**config.mk**
```make
export PLATFORM = sky130hd
export DESIGN_NAME = uart_tx_front
export DESIGN_NICKNAME = d
export VERILOG_FILES = /design/src/rtl/uart_tx_front.sv
export SDC_FILE = /design/constraint.sdc
export NUM_CORES = 1
export LEC_CHECK = 0
export BUFFER_PORTS_ARGS = -buffer_cell sky130_fd_sc_hd__buf_2
export CORE_MARGIN = 2
export CORE_UTILIZATION = 51
export CTS_CLUSTER_SIZE = 8
export DETAILED_ROUTE_END_ITERATION = 8
export GPL_TIMING_DRIVEN = 0
export PLACE_DENSITY = 0.74
export SLEW_MARGIN = 20
export SYNTH_ARGS = -nofsm -noshare
export SYNTH_HDL_FRONTEND = slang
export SYNTH_SLANG_ARGS = --single-unit
```
**constraint.sdc**
```tcl
create_clock -name clk -period 1.7 [get_ports clk]
set_clock_uncertainty 0.05 [all_clocks]
set_input_delay 0.34 -clock clk [delete_from_list [all_inputs] [get_ports clk]]
set_output_delay 0.34 -clock clk [all_outputs]
set_load 0.02 [all_outputs]
```
**src/rtl/uart_tx_front.sv**
```systemverilog
// uart_tx_front: 8N1/8N2 UART transmitter front end with a valid/ready byte
// interface. One byte is captured per frame. A new byte offered in the last
// stop cycle chains straight into the next start bit, so there is no idle gap.
module uart_tx_front #(
    parameter int CLKS_PER_BIT = 16,
    parameter int STOP_BITS    = 1
) (
    input  logic       clk,
    input  logic       rst,
    input  logic [7:0] data_tx,
    input  logic       uart_valid,
    output logic       uart_ready,
    output logic       uart_tx,
    output logic       tx_busy
);

    localparam int              CW        = (CLKS_PER_BIT > 1) ? $clog2(CLKS_PER_BIT) : 1;
    localparam logic [CW-1:0]   CNT_LAST  = CW'(CLKS_PER_BIT - 1);
    localparam logic [2:0]      STOP_LAST = 3'(STOP_BITS - 1);

    typedef enum logic [1:0] {IDLE, START, DATA, STOP} state_t;

    state_t        state;
    logic [CW-1:0] cnt;     // cycles elapsed within the current bit
    logic [2:0]    idx;     // data bit index, reused as stop bit index
    logic [7:0]    shreg;   // captured byte, shifted right as bits go out

    logic bit_end;
    logic stop_end;
    logic accept;

    // Bit boundary, final stop cycle and handshake decode from registered state
    always_comb begin
        bit_end    = (cnt == CNT_LAST);
        stop_end   = (state == STOP) && bit_end && (idx == STOP_LAST);
        uart_ready = (state == IDLE) || stop_end;
        accept     = uart_valid && uart_ready;
    end

    // Frame sequencer: state, counters, shift register and registered line/busy
    always_ff @(posedge clk) begin
        if (rst) begin
            state   <= IDLE;
            uart_tx <= 1'b1;
            tx_busy <= 1'b0;
            cnt     <= '0;
            idx     <= '0;
            shreg   <= '0;
        end else begin
            case (state)
                IDLE: begin
                    uart_tx <= 1'b1;
                    if (accept) begin
                        state   <= START;
                        shreg   <= data_tx;
                        uart_tx <= 1'b0;
                        tx_busy <= 1'b1;
                        cnt     <= '0;
                        idx     <= '0;
                    end
                end
                START: begin
                    if (bit_end) begin
                        state   <= DATA;
                        cnt     <= '0;
                        idx     <= '0;
                        uart_tx <= shreg[0];
                    end else begin
                        cnt <= cnt + CW'(1);
                    end
                end
                DATA: begin
                    if (bit_end) begin
                        cnt <= '0;
                        if (idx == 3'd7) begin
                            state   <= STOP;
                            idx     <= '0;
                            uart_tx <= 1'b1;
                        end else begin
                            idx     <= idx + 3'd1;
                            shreg   <= {1'b0, shreg[7:1]};
                            uart_tx <= shreg[1];
                        end
                    end else begin
                        cnt <= cnt + CW'(1);
                    end
                end
                STOP: begin
                    if (bit_end) begin
                        cnt <= '0;
                        if (idx == STOP_LAST) begin
                            idx <= '0;
                            if (uart_valid) begin
                                // chain the next frame with no idle cycle
                                state   <= START;
                                shreg   <= data_tx;
                                uart_tx <= 1'b0;
                            end else begin
                                state   <= IDLE;
                                tx_busy <= 1'b0;
                                uart_tx <= 1'b1;
                            end
                        end else begin
                            idx <= idx + 3'd1;
                        end
                    end else begin
                        cnt <= cnt + CW'(1);
                    end
                end
                default: begin
                    state   <= IDLE;
                    tx_busy <= 1'b0;
                    uart_tx <= 1'b1;
                end
            endcase
        end
    end

endmodule

```
Yosys cells after proc, flatten, opt, wreduce, memory -nomap -nowiden
Index checks and enable logic that the tools add are counted.
{"block": "op_classes", "mux": 38, "n_reduce_logical": 14, "mul": 0, "eq_ne": 14, "order_cmp": 0, "div_mod_pow": 0, "bitwise": 0, "n_addsub": 2, "shifts": 0}
{"operator": "8-bit 2-to-1 mux", "count": 6}
{"operator": "8-bit one-hot mux with 3 select lines", "count": 1}
{"operator": "3-bit 2-to-1 mux", "count": 6}
{"operator": "2-bit inequality test (second input constant)", "count": 8}
{"operator": "1-bit 2-to-1 mux", "count": 12}
{"operator": "2-bit 2-to-1 mux", "count": 6}
{"operator": "3-bit one-hot mux with 4 select lines", "count": 1}
{"operator": "4-bit 2-to-1 mux", "count": 2}
{"operator": "2-bit one-hot mux with 4 select lines", "count": 1}
{"operator": "4-bit one-hot mux with 2 select lines", "count": 1}
{"operator": "4-bit AND reduction", "count": 2}
{"operator": "7-bit AND reduction", "count": 1}
{"operator": "6-bit AND reduction", "count": 1}
{"operator": "5-bit AND reduction", "count": 1}
{"operator": "4-bit by 1-bit adder with 4-bit output (second input constant)", "count": 1}
{"operator": "2-bit equality test (second input constant)", "count": 2}
{"operator": "4-bit equality test (second input constant)", "count": 1}
{"operator": "1-bit one-hot mux with 4 select lines", "count": 1}
{"operator": "3-bit by 1-bit adder with 3-bit output (second input constant)", "count": 1}
{"operator": "3-bit equality test (second input constant)", "count": 1}
{"operator": "1-bit logical AND", "count": 3}
{"operator": "3-bit logical NOT", "count": 1}
{"operator": "3-bit nonzero test", "count": 1}
{"operator": "3-bit OR reduction", "count": 1}
{"operator": "6 further kinds", "count": 6}
{"block": "totals", "ram_bits": 0, "latchBits": 0, "wordCells": 74, "mem_bits_ro": 0, "memories": 0, "ff_bits": 19, "output_inout_bits": 3}

Depth between registers and ports, before layout
{"block": "depth", "ltp_word": 7, "ltp_mapped": 7, "mapped_depth_nobuf": 6}

Worst setup path after synthesis
OpenSTA, ideal clock, no wires.
{"block": "synth_timing", "path_type": "reg2reg", "start": "register state[0]", "end": "register shreg[4]", "required_ps": 1562, "setup_time_ps": 88, "stages_incl_launch_ff": 8, "path_slack_ps": -192, "arrival_ps": 1754, "period_less_slack_ps": 1892, "cell_sequence": "dfxtp_1 -> inv_1 -> ha_1 -> mux2_4 -> a211oi_4 -> buf_6 -> a21oi_2 -> a311oi_2"}
{"block": "synth_between", "elab_chain_cells": 7, "elab_cells_between_ends": 16}
{"element": "from (decl)", "line_no": "23", "source": "state_t state;"}
{"element": "from (signal assigned)", "line_no": "43", "source": "state <= IDLE;"}
{"element": "from (signal assigned)", "line_no": "54", "source": "state <= START;"}
{"element": "from (signal assigned)", "line_no": "64", "source": "state <= DATA;"}
{"element": "2-bit equality test", "line_no": "35, 50"}
{"element": "1-bit logical AND (2 in series)", "line_no": "35", "source": "stop_end = (state == STOP) && bit_end && (idx == STOP_LAST);"}
{"element": "1-bit logical OR", "line_no": "36", "source": "uart_ready = (state == IDLE) || stop_end;"}
{"element": "1-bit logical AND", "line_no": "37", "source": "accept = uart_valid && uart_ready;"}
{"element": "2-bit inequality test (no source line)"}
{"element": "7-bit AND reduction (no source line)"}
{"element": "to (signal assigned)", "line_no": "55", "source": "shreg <= data_tx;"}
{"element": "to (signal assigned)", "line_no": "81", "source": "shreg <= {1'b0, shreg[7:1]};"}
{"element": "to (signal assigned)", "line_no": "96", "source": "shreg <= data_tx;"}
{"element": "to (decl)", "line_no": "26", "source": "logic [7:0] shreg;"}
Parallel ways exist; a longest one is shown, timed or not.
A chain may end at the register's enable or synchronous reset.

Final worst setup path
{"block": "layout_timing", "start": "register cnt[0]", "end": "register shreg[7]"}
{"block": "layout_between", "elab_chain_cells": 7, "elab_cells_between_ends": 9}
{"element": "from (decl)", "line_no": "24", "source": "logic [CW-1:0] cnt;"}
{"element": "from (signal assigned)", "line_no": "69", "source": "cnt <= cnt + CW'(1);"}
{"element": "from (signal assigned)", "line_no": "85", "source": "cnt <= cnt + CW'(1);"}
{"element": "from (signal assigned)", "line_no": "107", "source": "cnt <= cnt + CW'(1);"}
{"element": "4-bit equality test (*)", "line_no": "34", "source": "bit_end = (cnt == CNT_LAST);"}
{"element": "1-bit logical AND (2 in series)", "line_no": "35"}
{"element": "1-bit logical OR", "line_no": "36"}
{"element": "1-bit logical AND", "line_no": "37"}
{"element": "2-bit inequality test (no source line)"}
{"element": "7-bit AND reduction (no source line) (*)"}
Every way passes the cells marked *; elsewhere a longest branch is shown, timed or not.

==> impl_metrics.env <==
export IMPL_root_buffer="clkbuf_4"
export IMPL_ys_warn_count=0
export IMPL_critPathSlowestCell="a22oi_2"
export IMPL_cp_required_ns=1.85
export IMPL_final_hold_violation_count=0
export IMPL_postSynth_asyncResetShare_pct=0
export IMPL_synth_xor_xnor_area_share_pct=0
export IMPL_cp_start_kind="flip-flop"
export IMPL_drt_pass1_iterations=6
export IMPL_path_class="reg -> reg"
export IMPL_grt_first_pass_wirelength_um=4602
export IMPL_antenna_cells=0
export IMPL_track_usage_pct=23.22
export IMPL_viasPerCell=6.082
export IMPL_yosys_area_share_simple_pct=12.45
export IMPL_syn_area_per_cell_um2=9.182
export IMPL_power_frac_clock_pct=8.4
export IMPL_die_w_um=51.82
export IMPL_ioPinCount=14
export IMPL_crit_buf_inv=1
export IMPL_seqPwrFrac_pct=25.0
export IMPL_status="finished, violations left"
export IMPL_violations="setup timing"
export IMPL_place_congestion=0.8346
export IMPL_synth_nets=148
export IMPL_pwr_share_comb_pct=66.6
export IMPL_final_nets=177
export IMPL_cp_end_kind="flip-flop"
export IMPL_antenna_found_initial=0
export IMPL_max_slew_margin_rel_pct=62.55
export IMPL_numPlacedInstances=167
export IMPL_insertion_delay_ns=0.30
export IMPL_synth_ff_latch_count=19
export IMPL_swShare_pct=41.93
export IMPL_drive_gt1_share_pct=44.52
export IMPL_power_mw=2.794
export IMPL_peakVddDrop_mv=1.593
export IMPL_max_stage_delay_ns=0.42
export IMPL_power_density_mw_per_mm2=1766
export IMPL_critical_path_top_delay_family="compound AO/OA/AOI/OAI gates"
export IMPL_synth_ff_type="dfxtp_1"
export IMPL_rsz0062_at_grt="yes"
export IMPL_p_leak_nw=0.5849
export IMPL_yosysSeqAreaShare_pct=32.62
export IMPL_cts_buffers=3
export IMPL_ys_types=39
export IMPL_fill_cells=175
export IMPL_cp_max_fo=10
export IMPL_synth_top_family_by_area="compound AO/OA/AOI/OAI gates"
export IMPL_period_needed_ns=1.870
export IMPL_clkSinkCount=19
export IMPL_ant_nets=0
export IMPL_post_route_period_util_pct=110.0
export IMPL_synth_mux_area_share_pct=7.296
export IMPL_grt_overflow=0
export IMPL_drv_cap=0
export IMPL_syn_cell_area_mm2=0.001166
export IMPL_die_area_mm2=0.002685
export IMPL_place_hpwl_um=1876
export IMPL_io_buffers=12
export IMPL_remaining_drc_errors=0
export IMPL_cp_cell_sequence="ha_4 > nand3_2 > a22oi_2 > clkbuf_4 > a21oi_2 > a31o_1"
export IMPL_drt_initial_drc_count=16
export IMPL_core_area_mm2=0.002191
export IMPL_setup_viol=14
export IMPL_cts_max_level=1
export IMPL_fmax_mhz=534.7
export IMPL_die_y_um=51.82
export IMPL_grt_max_degree=11
export IMPL_synth_compound_area_share_pct=30.79
export IMPL_tightest_slew_ns=0.5617
export IMPL_place_area_mm2=0.001321
export IMPL_grt_pass1_vias=1040
export IMPL_hp_class="in -> reg"
export IMPL_floorplan_initialDensity_pct=53.23
export IMPL_arrival_ns=2.03
export IMPL_vias=1113
export IMPL_yosys_area_share_adder_pct=10.73
export IMPL_p_sw_mw=1.171
export IMPL_clock_path_buffers=2
export IMPL_clk_pin_slew_ns=0.11
export IMPL_wirelength_um=3003
export IMPL_cts_tree="yes"
export IMPL_stdcell_count=183
export IMPL_p_int_mw=1.622
export IMPL_setup_ws_ns=-0.1703
export IMPL_synth_cells=127
export IMPL_design_area_mm2=0.001582
export IMPL_postLayoutCoreUtil_pct=72.19
export IMPL_synth_edff_count=0
export IMPL_report_final_slew_viol_count=0
export IMPL_wl_per_cell_um=16.41
export IMPL_rows=17
export IMPL_area_growth_pct=35.62
[power groups by stage]
| stage | sequential [mW] | combinational, mW | clock [mW] |
|---|---|---|---|
| 4_1_cts | 0.690 | 1.57 | 0.244 |
| 5_1_grt | 0.710 | 2.01 | 0.257 |
| 6_report | 0.699 | 1.86 | 0.235 |
| 2_1_floorplan | 0.682 | 1.02 | 0 |
| 3_5_place_dp | 0.684 | 1.30 | 0 |
| 3_3_place_gp | 0.673 | 1.25 | 0 |
[per-stage QoR]
stage               worst slack [ns]  hold WS (ns)  TNS [ns]
floorplan                   -0.02533        0.4109  -0.03738
global placement             -0.1909        0.4192    -1.308
detailed placement           -0.2196        0.4297    -1.994
CTS                          -0.1309        0.3262    -1.228
global route                 -0.2436        0.3665    -2.386
finish                       -0.1703        0.3422    -1.145
[cell usage after synthesis, types with 2 or more instances]
cell	n	area, um^2
a211oi_1	2	15.01
mux2i_1	7	70.07
a31o_1	2	17.52
a21oi_1	18	90.09
a21o_1	2	15.01
nand4_1	3	18.77
nand2_1	5	18.77
ha_1	10	125.1
buf_2	3	15.01
and3_1	2	12.51
a221oi_1	2	17.52
o21ai_1	3	15.01
a311oi_1	7	61.31
inv_1	8	30.03
nor2b_1	2	12.51
nor2_1	3	11.26
nor3b_1	2	15.01
o211ai_1	3	22.52
clkbuf_1	4	15.01
dfxtp_1	19	380.4
nand2b_1	2	12.51
[layout make-up]
| type | count | area (um^2) | area share, % |
|---|---|---|---|
| Sequential cell | 19 | 392.9 | 24.84 |
| Clock buffer | 4 | 26.28 | 1.661 |
| Multi-Input combinational cell | 92 | 855.8 | 54.11 |
| Tap cell | 28 | 35.03 | 2.215 |
| Buffer | 7 | 50.05 | 3.165 |
| Inverter | 8 | 37.54 | 2.373 |
| Timing Repair Buffer | 25 | 183.9 | 11.63 |
[what timing repair did]
action | CTS | global route
resized for setup | 20 | 16
hold buffers | 0 | 0
pin swaps | 11 | 5
endpoints found under the setup margin | 18 | 17
cloned | 0 | 1
setup buffers | 7 | 5
[cell usage in the layout, fill, tap and decap left out, drive strengths merged, types with 3 or more instances in the layout]
| cell type | instances |
|---|---|
| buf | 28 |
| dfxtp | 19 |
| a21oi | 19 |
| ha | 10 |
| inv | 8 |
| a311oi | 8 |
| mux2i | 7 |
| clkbuf | 7 |
| nand2 | 5 |
| o21ai | 4 |
| nand4 | 3 |
| nor2 | 3 |
| o211ai | 3 |
| a211oi | 3 |
[per-layer routing]
metal	GRT usage (%)	vias to the layer above	wire, um
li1	-	543	-
met1	27.73	544	1289
met2	40.17	22	1573
met3	3.448	4	89
met4	11.84	0	51
met5	0	-	0
[tightest hold or removal path, stage by stage]
cell,delay [ns]
buf_2,0.10
mux2i_1,0.12
a311oi_1,0.10
[logic make-up after synthesis]
group           after synthesis
fa+ha+maj                    10
mux                           8
flops                        19
simple gates                 25
compound gates               49
buf+inv                      16
[worst paths after layout]
path | end | slack (ns) | depth (start not counted) | from
worst max register to register | shreg[7] | -0.17 | 6 | cnt[0]
worst max-delay path | shreg[7] | -0.17 | 6 | cnt[0]
worst min-delay path | shreg[0] | 0.34 | 3 | data_tx[0]
worst min register to register | idx[1] | 0.44 | 2 | idx[1]
[sequential cells by signal (all words and copies together), names as in the netlist]
name	count
state	2
idx	3
tx_busy	1
cnt	4
uart_tx	1
shreg	8
Power figures use the tool's default switching activity.
